## config.mk

```make
export PLATFORM = sky130hd
export DESIGN_NAME = seg_scan_driver_flat
export DESIGN_NICKNAME = d
export VERILOG_FILES = /design/src/rtl/seg_scan_driver_if.sv /design/src/rtl/seg_scan_driver.sv /design/src/flat_wrapper.sv
export SDC_FILE = /design/constraint.sdc
export NUM_CORES = 1
export LEC_CHECK = 0
export CAP_MARGIN = 20
export CORE_ASPECT_RATIO = 1.1
export CORE_MARGIN = 1.5
export CORE_UTILIZATION = 55
export CTS_BUF_LIST = sky130_fd_sc_hd__clkbuf_8 sky130_fd_sc_hd__clkbuf_16
export CTS_CLUSTER_DIAMETER = 200
export DETAILED_ROUTE_END_ITERATION = 10
export PLACE_DENSITY = 0.77
export REMOVE_ABC_BUFFERS = 1
export SYNTH_ARGS = -nofsm -noshare
export SYNTH_HDL_FRONTEND = slang
export SYNTH_SLANG_ARGS = --single-unit
export TNS_END_PERCENT = 20
```

## constraint.sdc

```tcl
create_clock -name clk -period 1.67 [get_ports clk]
set_input_delay 0.167 -clock clk [delete_from_list [all_inputs] [get_ports clk]]
set_output_delay 0.167 -clock clk [all_outputs]
set_load 0.01 [all_outputs]
```

## src/rtl/seg_scan_driver_if.sv

```systemverilog
// Load-side bus of the seven-segment scan driver: value/format/mask capture
// strobe toward the driver, busy/done status back to the requester.
interface seg_scan_driver_if;
  logic        load;
  logic [15:0] value;
  logic        dec_mode;
  logic [3:0]  dp_mask;
  logic [3:0]  blank_mask;
  logic        busy;
  logic        done;

  modport master (
    output load, value, dec_mode, dp_mask, blank_mask,
    input  busy, done
  );

  modport slave (
    input  load, value, dec_mode, dp_mask, blank_mask,
    output busy, done
  );
endinterface

```

## src/rtl/seg_scan_driver.sv

```systemverilog
// Four-digit common-anode seven-segment driver: latches a 16-bit value as hex or
// BCD (double-dabble), then time-multiplexes digits with blanking, dp and blink.
module seg_scan_driver #(
  parameter logic [31:0] SCAN_DIV  = 32'h20000,
  parameter logic [31:0] BLINK_DIV = 32'd25000000
) (
  input  logic                clk,
  input  logic                reset_n,
  seg_scan_driver_if.slave    bus,
  input  logic                blink,
  output logic [6:0]          seg,
  output logic [3:0]          an,
  output logic                dp
);

  typedef enum logic [1:0] {IDLE, CONV, COMMIT} state_t;

  state_t      state_q, state_d;
  logic [13:0] bin_q, bin_d;
  logic [15:0] bcd_q, bcd_d;
  logic [3:0]  iter_q, iter_d;
  logic        dash_q, dash_d;
  logic [3:0]  dp_mask_q, dp_mask_d;
  logic [3:0]  blank_mask_q, blank_mask_d;
  logic [27:0] disp_code_q, disp_code_d;
  logic [3:0]  disp_dp_q, disp_dp_d;
  logic [3:0]  disp_blank_q, disp_blank_d;
  logic [31:0] scan_cnt_q, scan_cnt_d;
  logic [1:0]  digit_q, digit_d;
  logic [31:0] blink_cnt_q, blink_cnt_d;
  logic        phase_on_q, phase_on_d;
  logic [6:0]  seg_q, seg_d;
  logic [3:0]  an_q, an_d;
  logic        dp_q, dp_d;
  logic [15:0] adj;
  logic [3:0]  nib;

  function automatic logic [6:0] hex_code(input logic [3:0] n);
    case (n)
      4'h0: return 7'h40;  4'h1: return 7'h79;  4'h2: return 7'h24;  4'h3: return 7'h30;
      4'h4: return 7'h19;  4'h5: return 7'h12;  4'h6: return 7'h02;  4'h7: return 7'h78;
      4'h8: return 7'h00;  4'h9: return 7'h10;  4'hA: return 7'h08;  4'hB: return 7'h03;
      4'hC: return 7'h46;  4'hD: return 7'h21;  4'hE: return 7'h06;  default: return 7'h0E;
    endcase
  endfunction

  // Load FSM; bcd_q doubles as the hex digit store so COMMIT has one decode path.
  always_comb begin
    state_d      = state_q;
    bin_d        = bin_q;
    bcd_d        = bcd_q;
    iter_d       = iter_q;
    dash_d       = dash_q;
    dp_mask_d    = dp_mask_q;
    blank_mask_d = blank_mask_q;
    disp_code_d  = disp_code_q;
    disp_dp_d    = disp_dp_q;
    disp_blank_d = disp_blank_q;
    adj          = '0;
    nib          = '0;
    unique case (state_q)
      IDLE: begin
        if (bus.load) begin
          dp_mask_d    = bus.dp_mask;
          blank_mask_d = bus.blank_mask;
          dash_d       = 1'b0;
          if (!bus.dec_mode) begin
            bcd_d   = bus.value;
            state_d = COMMIT;
          end else if (bus.value > 16'd9999) begin
            dash_d  = 1'b1;
            state_d = COMMIT;
          end else begin
            bin_d   = bus.value[13:0];
            bcd_d   = '0;
            iter_d  = '0;
            state_d = CONV;
          end
        end
      end
      CONV: begin
        for (int i = 0; i < 4; i++) begin
          nib = bcd_q[4*i +: 4];
          adj[4*i +: 4] = (nib >= 4'd5) ? nib + 4'd3 : nib;
        end
        {bcd_d, bin_d} = {adj[14:0], bin_q, 1'b0};
        iter_d = iter_q + 4'd1;
        if (iter_q == 4'd13) state_d = COMMIT;
      end
      COMMIT: begin
        for (int i = 0; i < 4; i++)
          disp_code_d[7*i +: 7] = dash_q ? 7'h3F : hex_code(bcd_q[4*i +: 4]);
        disp_dp_d    = dp_mask_q;
        disp_blank_d = blank_mask_q;
        state_d      = IDLE;
      end
      default: state_d = IDLE;
    endcase
  end

  // Scan/blink timing and the registered pin drive, fed only by the display register.
  always_comb begin
    scan_cnt_d  = scan_cnt_q + 32'd1;
    digit_d     = digit_q;
    blink_cnt_d = blink_cnt_q + 32'd1;
    phase_on_d  = phase_on_q;
    seg_d       = 7'h7F;
    an_d        = 4'b1111;
    dp_d        = 1'b1;
    if (scan_cnt_q == SCAN_DIV - 32'd1) begin
      scan_cnt_d = '0;
      digit_d    = digit_q + 2'd1;
    end
    if (blink_cnt_q == BLINK_DIV - 32'd1) begin
      blink_cnt_d = '0;
      phase_on_d  = ~phase_on_q;
    end
    if (!(blink && !phase_on_q) && !disp_blank_q[digit_q]) begin
      an_d  = ~(4'b0001 << digit_q);
      seg_d = disp_code_q[7*digit_q +: 7];
      dp_d  = ~disp_dp_q[digit_q];
    end
  end

  always_ff @(posedge clk or negedge reset_n) begin
    if (!reset_n) begin
      state_q      <= IDLE;
      bin_q        <= '0;
      bcd_q        <= '0;
      iter_q       <= '0;
      dash_q       <= 1'b0;
      dp_mask_q    <= '0;
      blank_mask_q <= '0;
      disp_code_q  <= {4{7'h7F}};
      disp_dp_q    <= '0;
      disp_blank_q <= 4'b1111;
      scan_cnt_q   <= '0;
      digit_q      <= '0;
      blink_cnt_q  <= '0;
      phase_on_q   <= 1'b1;
      seg_q        <= 7'h7F;
      an_q         <= 4'b1111;
      dp_q         <= 1'b1;
    end else begin
      state_q      <= state_d;
      bin_q        <= bin_d;
      bcd_q        <= bcd_d;
      iter_q       <= iter_d;
      dash_q       <= dash_d;
      dp_mask_q    <= dp_mask_d;
      blank_mask_q <= blank_mask_d;
      disp_code_q  <= disp_code_d;
      disp_dp_q    <= disp_dp_d;
      disp_blank_q <= disp_blank_d;
      scan_cnt_q   <= scan_cnt_d;
      digit_q      <= digit_d;
      blink_cnt_q  <= blink_cnt_d;
      phase_on_q   <= phase_on_d;
      seg_q        <= seg_d;
      an_q         <= an_d;
      dp_q         <= dp_d;
    end
  end

  assign bus.busy = (state_q != IDLE);
  assign bus.done = (state_q == COMMIT);
  assign seg      = seg_q;
  assign an       = an_q;
  assign dp       = dp_q;

endmodule
```

## src/flat_wrapper.sv

```systemverilog
// flat-port wrapper written by rule: the top's interface ports become plain ports
module seg_scan_driver_flat 
#(
  parameter logic [31:0] SCAN_DIV  = 32'h20000,
  parameter logic [31:0] BLINK_DIV = 32'd25000000
)
  (clk, reset_n, blink, seg, an, dp, bus_load, bus_value, bus_dec_mode, bus_dp_mask, bus_blank_mask, bus_busy, bus_done);
  seg_scan_driver_if bus_i ();
  input  logic clk;
  input  logic reset_n;
  input  logic blink;
  output logic [6:0] seg;
  output logic [3:0] an;
  output logic dp;
  input wire logic [$bits(bus_i.load)-1:0] bus_load;
  input wire logic [$bits(bus_i.value)-1:0] bus_value;
  input wire logic [$bits(bus_i.dec_mode)-1:0] bus_dec_mode;
  input wire logic [$bits(bus_i.dp_mask)-1:0] bus_dp_mask;
  input wire logic [$bits(bus_i.blank_mask)-1:0] bus_blank_mask;
  output wire logic [$bits(bus_i.busy)-1:0] bus_busy;
  output wire logic [$bits(bus_i.done)-1:0] bus_done;
  assign bus_i.load = bus_load;
  assign bus_i.value = bus_value;
  assign bus_i.dec_mode = bus_dec_mode;
  assign bus_i.dp_mask = bus_dp_mask;
  assign bus_i.blank_mask = bus_blank_mask;
  assign bus_busy = bus_i.busy;
  assign bus_done = bus_i.done;
  seg_scan_driver #(.SCAN_DIV(SCAN_DIV), .BLINK_DIV(BLINK_DIV)) u_core (.clk(clk), .reset_n(reset_n), .bus(bus_i), .blink(blink), .seg(seg), .an(an), .dp(dp));
endmodule
```

==> results.toml <==
[status]
outcome = "complete, but fails checks"
violations = "setup timing"

[drt]
wl_met3_um = 738
wl_met1_mm = 8.97
detailroute.via_count = 7150
drt-wirelength-per-cell_um = 17.1
highest-signal-layer = "met4"
antenna_left = 0
number_of_design_rule_violations_left_after_detail_routing = 0
wirelength_mm = 20.9
route.met2.wl_mm = 10.7
drtIter0Drc = 501
number_of_iterations_in_the_first_detailed_routing_pass = 5
routed_via_density = 5.85

[synth]
ys_dominant_reg_cell = "sky130_fd_sc_hd__dfrtp_1"
ys_async_sr_fraction_pct = 100
synth-seq-area-share_pct = 47.5
synth_area_leader_cell = "sky130_fd_sc_hd__dfrtp_1"
netlist_top_cells_area = "sky130_fd_sc_hd__dfrtp_1 34%, sky130_fd_sc_hd__dfstp_2 14%, sky130_fd_sc_hd__ha_1 4.7%"
post_synth_top_cells = "115 x sky130_fd_sc_hd__dfrtp_1, 81 x sky130_fd_sc_hd__nand2_1, 67 x sky130_fd_sc_hd__nor2_1"
synth-seq-cells = 160
dominant_cell_by_count_in_the_synthesized_netlist = "sky130_fd_sc_hd__dfrtp_1"
syn_area_um2 = 8550
ys.warnings.count = 0
synth_largest_type_area_fraction_pct = 33.7
yosysUniqueCellTypes = 54
syn_area_per_cell_um2 = 9.96
synth-edff-count = 0
post_synth_inst_count = 858

[sta]
maxSlewViolCount = 0
final.setup.worst_slack_ns = -0.0537
timing_hold_violations_final = 0
clock-skew-final_ns = 0.00861
worst_pin_slew_ns = 0.544
grt_setup_unrepaired = "yes"
period_share_pct = 103
achievable-frequency_mhz = 580
final.min_clock_period_ns = 1.72
max_slew_margin_pct = 63.7
report.final.setup_viol = 10
timing.hold.ws_ns = 0.211

[cts]
clock_path_buffers = 2
htree_levels = 4
clock_tree_from_tritoncts = "yes"
clkSinkCount = 160
clock_insertion_delay_worst_skew_ns = 0.44
path_clk_slew_ns = 0.06
clk_root_buffer_cell = "sky130_fd_sc_hd__clkbuf_16"
total_cts_buffers = 17

[pwr]
sequentialPowerShare_pct = 40.6
irDropWorstVdd_v = 0.000938
gate_power_share_pct = 32.4
clkPwrFrac_pct = 26.9
internal-power_w = 0.00981
power_leakage_nw = 4.98
design_power_total_w = 0.0147
power_switching_share_pct = 33.2
cellPowerDensity_nw_per_um2 = 1310
total_switching_power_w = 0.00487

[final_layout]
antenna_cells_inserted = 0
fill_cells = 1005
drive_gt1_share_pct = 30.3
layout_overhead_on_the_synthesized_area_pct = 30.8
finalNetCount = 1075

[grt]
grt_first_pass_wirelength_mm = 33.5
grt_overflow = 0
groute.usage.overall_pct = 26.1
grt_max_degree = 57
grt_pass1_vias = 7010
antenna_found_initial = 0

[worst_setup_path]
end_kind = "register"
timing.critical_path.from_type = "register"
reg2reg_from = "u_core.blink_cnt_q[9]"
worst-r2r-setup-slack_ns = -0.05
worst-setup-path-type = "register to register"
worstPathRequired_ns = 2.03
timing.critical_path.arrival_ns = 2.09
critical_path_peak_fanout = 3
critical_path.startpoint = "u_core.blink_cnt_q[9]"

[placed_design]
numPortBuffers = 42
dp_worst_setup_slack_ns = -0.140
place.detailed.hpwl_mm = 13.5
gp_routability_congestion = 0.822

[die]
floorplan.die.height_um = 134
std_cell_rows = 47
dieArea_um2 = 16300
floorplan.io_pins = 43
start_util_pct = 56.6
floorplan.core_area_um2 = 15100
die-width_um = 122

[hold_path]
min-delay-path-class = "input port to asynchronous set/reset pin"

[flow_run]
max_cap_violations = 0
==> registers in the layout, indices dropped and copies added (netlist names), 2 cells and up <==
name,flops
u_core.state_q,2
u_core.scan_cnt_q,32
u_core.blank_mask_q,4
u_core.bcd_q,16
u_core.bin_q,14
u_core.seg,7
u_core.iter_q,4
u_core.disp_blank_q,4
u_core.an,4
u_core.dp_mask_q,4
u_core.blink_cnt_q,32
u_core.disp_dp_q,4
u_core.disp_code_q,28
u_core.digit_q,2
==> critical path, stage by stage, from the launching register on <==
cell,delay (ns)
sky130_fd_sc_hd__dfrtp_1,0.40
sky130_fd_sc_hd__buf_4,0.14
sky130_fd_sc_hd__nand2_1,0.09
sky130_fd_sc_hd__nor3_2,0.22
sky130_fd_sc_hd__or4b_2,0.63
sky130_fd_sc_hd__a21oi_2,0.16
==> power groups by stage <==
stage	logic [W]	registers, W	clock network, W
after floorplan	0.00283	0.00589	0
after global placement	0.00442	0.00594	0
after detailed placement	0.00460	0.00598	0
after CTS	0.00467	0.00592	0.00399
after global routing	0.00532	0.00609	0.00417
final	0.00476	0.00597	0.00395
==> layout by cell type (no fill, tap or decap), types with 6 or more instances in the layout <==
master,count
sky130_fd_sc_hd__buf_4,130
sky130_fd_sc_hd__dfrtp_1,109
sky130_fd_sc_hd__nand2_1,79
sky130_fd_sc_hd__nor2_1,64
sky130_fd_sc_hd__nand3_1,45
sky130_fd_sc_hd__dfstp_2,45
sky130_fd_sc_hd__o21ai_0,41
sky130_fd_sc_hd__a21oi_1,39
sky130_fd_sc_hd__xnor2_1,38
sky130_fd_sc_hd__ha_1,30
sky130_fd_sc_hd__inv_1,29
sky130_fd_sc_hd__clkdlybuf4s50_1,29
sky130_fd_sc_hd__mux2i_1,24
sky130_fd_sc_hd__nand4_1,20
sky130_fd_sc_hd__clkbuf_16,18
sky130_fd_sc_hd__xor2_1,16
sky130_fd_sc_hd__a221oi_1,16
sky130_fd_sc_hd__nand2b_1,14
sky130_fd_sc_hd__a211oi_1,12
sky130_fd_sc_hd__a31oi_1,11
sky130_fd_sc_hd__mux4_2,10
sky130_fd_sc_hd__buf_12,10
sky130_fd_sc_hd__and4_1,9
sky130_fd_sc_hd__nor4_2,9
sky130_fd_sc_hd__nor4_1,9
sky130_fd_sc_hd__mux2_2,9
sky130_fd_sc_hd__a22oi_1,9
sky130_fd_sc_hd__a21oi_2,8
sky130_fd_sc_hd__nor3_1,8
sky130_fd_sc_hd__dlymetal6s2s_1,8
sky130_fd_sc_hd__and3_1,7
sky130_fd_sc_hd__nor2b_1,7
sky130_fd_sc_hd__o31ai_1,6
sky130_fd_sc_hd__dfrtp_2,6
==> per-stage QoR <==
step                setup TNS, ns  util, %  instances  area, um2
finish                     -0.240     74.0       1222      11200
global route                -2.05     74.0       1222      11200
CTS                       -0.0585     71.7       1215      10800
detailed placement          -3.41     66.8       1175      10100
global placement           -0.934     66.8       1175      10100
floorplan                  -25.47        -        806       8340
==> final timing paths <==
check | endpoint | depth (start not counted)
worst max-delay path | u_core.blink_cnt_q[19] | 5
worst min-delay path | u_core.blink_cnt_q[10] | 2
worst max register to register | u_core.blink_cnt_q[19] | 5
worst min register to register | u_core.disp_blank_q[3] | 2
max in group asynchronous | u_core.dp | 3
min in group clk | u_core.dp_mask_q[0] | 2
==> logic make-up (layout without fill, tap and decap cells) <==
kind of cell / count (synthesis) / in the layout / synth area share [%]
xor+xnor: 55 / 55 / 5.64
flops: 160 / 160 / 47.5
compound gates: 171 / 171 / 12.8
buf+inv: 82 / 250 / 3.78
mux: 43 / 43 / 6.63
simple gates: 315 / 315 / 19.0
fa+ha+maj: 32 / 32 / 4.68
==> what timing repair did <==
action                                  in CTS  in global routing
hold buffers                                 1                  0
buffers inserted                             8                  6
endpoints found under the setup margin      37                 55
gates cloned                                 0                  1
pin swaps                                    2                 18
endpoints found under the hold margin       36                  0
gates resized for setup                     24                 63
==> per-layer routing <==
metal | GRT usage, % | vias up
li1 | - | 3425
met1 | 32.9 | 3523
met5 | 0 | -
met2 | 44.4 | 158
met4 | 8.76 | 0
met3 | 5.65 | 44
==> area by class of cell <==
class	instances	area [um2]	area share [%]
Multi-Input combinational cell	616	4450	39.8
Inverter	30	113	1.01
Tap cell	196	245	2.19
Timing Repair Buffer	189	1710	15.3
Clock inverter	12	143	1.28
Clock buffer	19	453	4.05
Sequential cell	160	4070	36.4
Power figures use the tool's default switching activity.
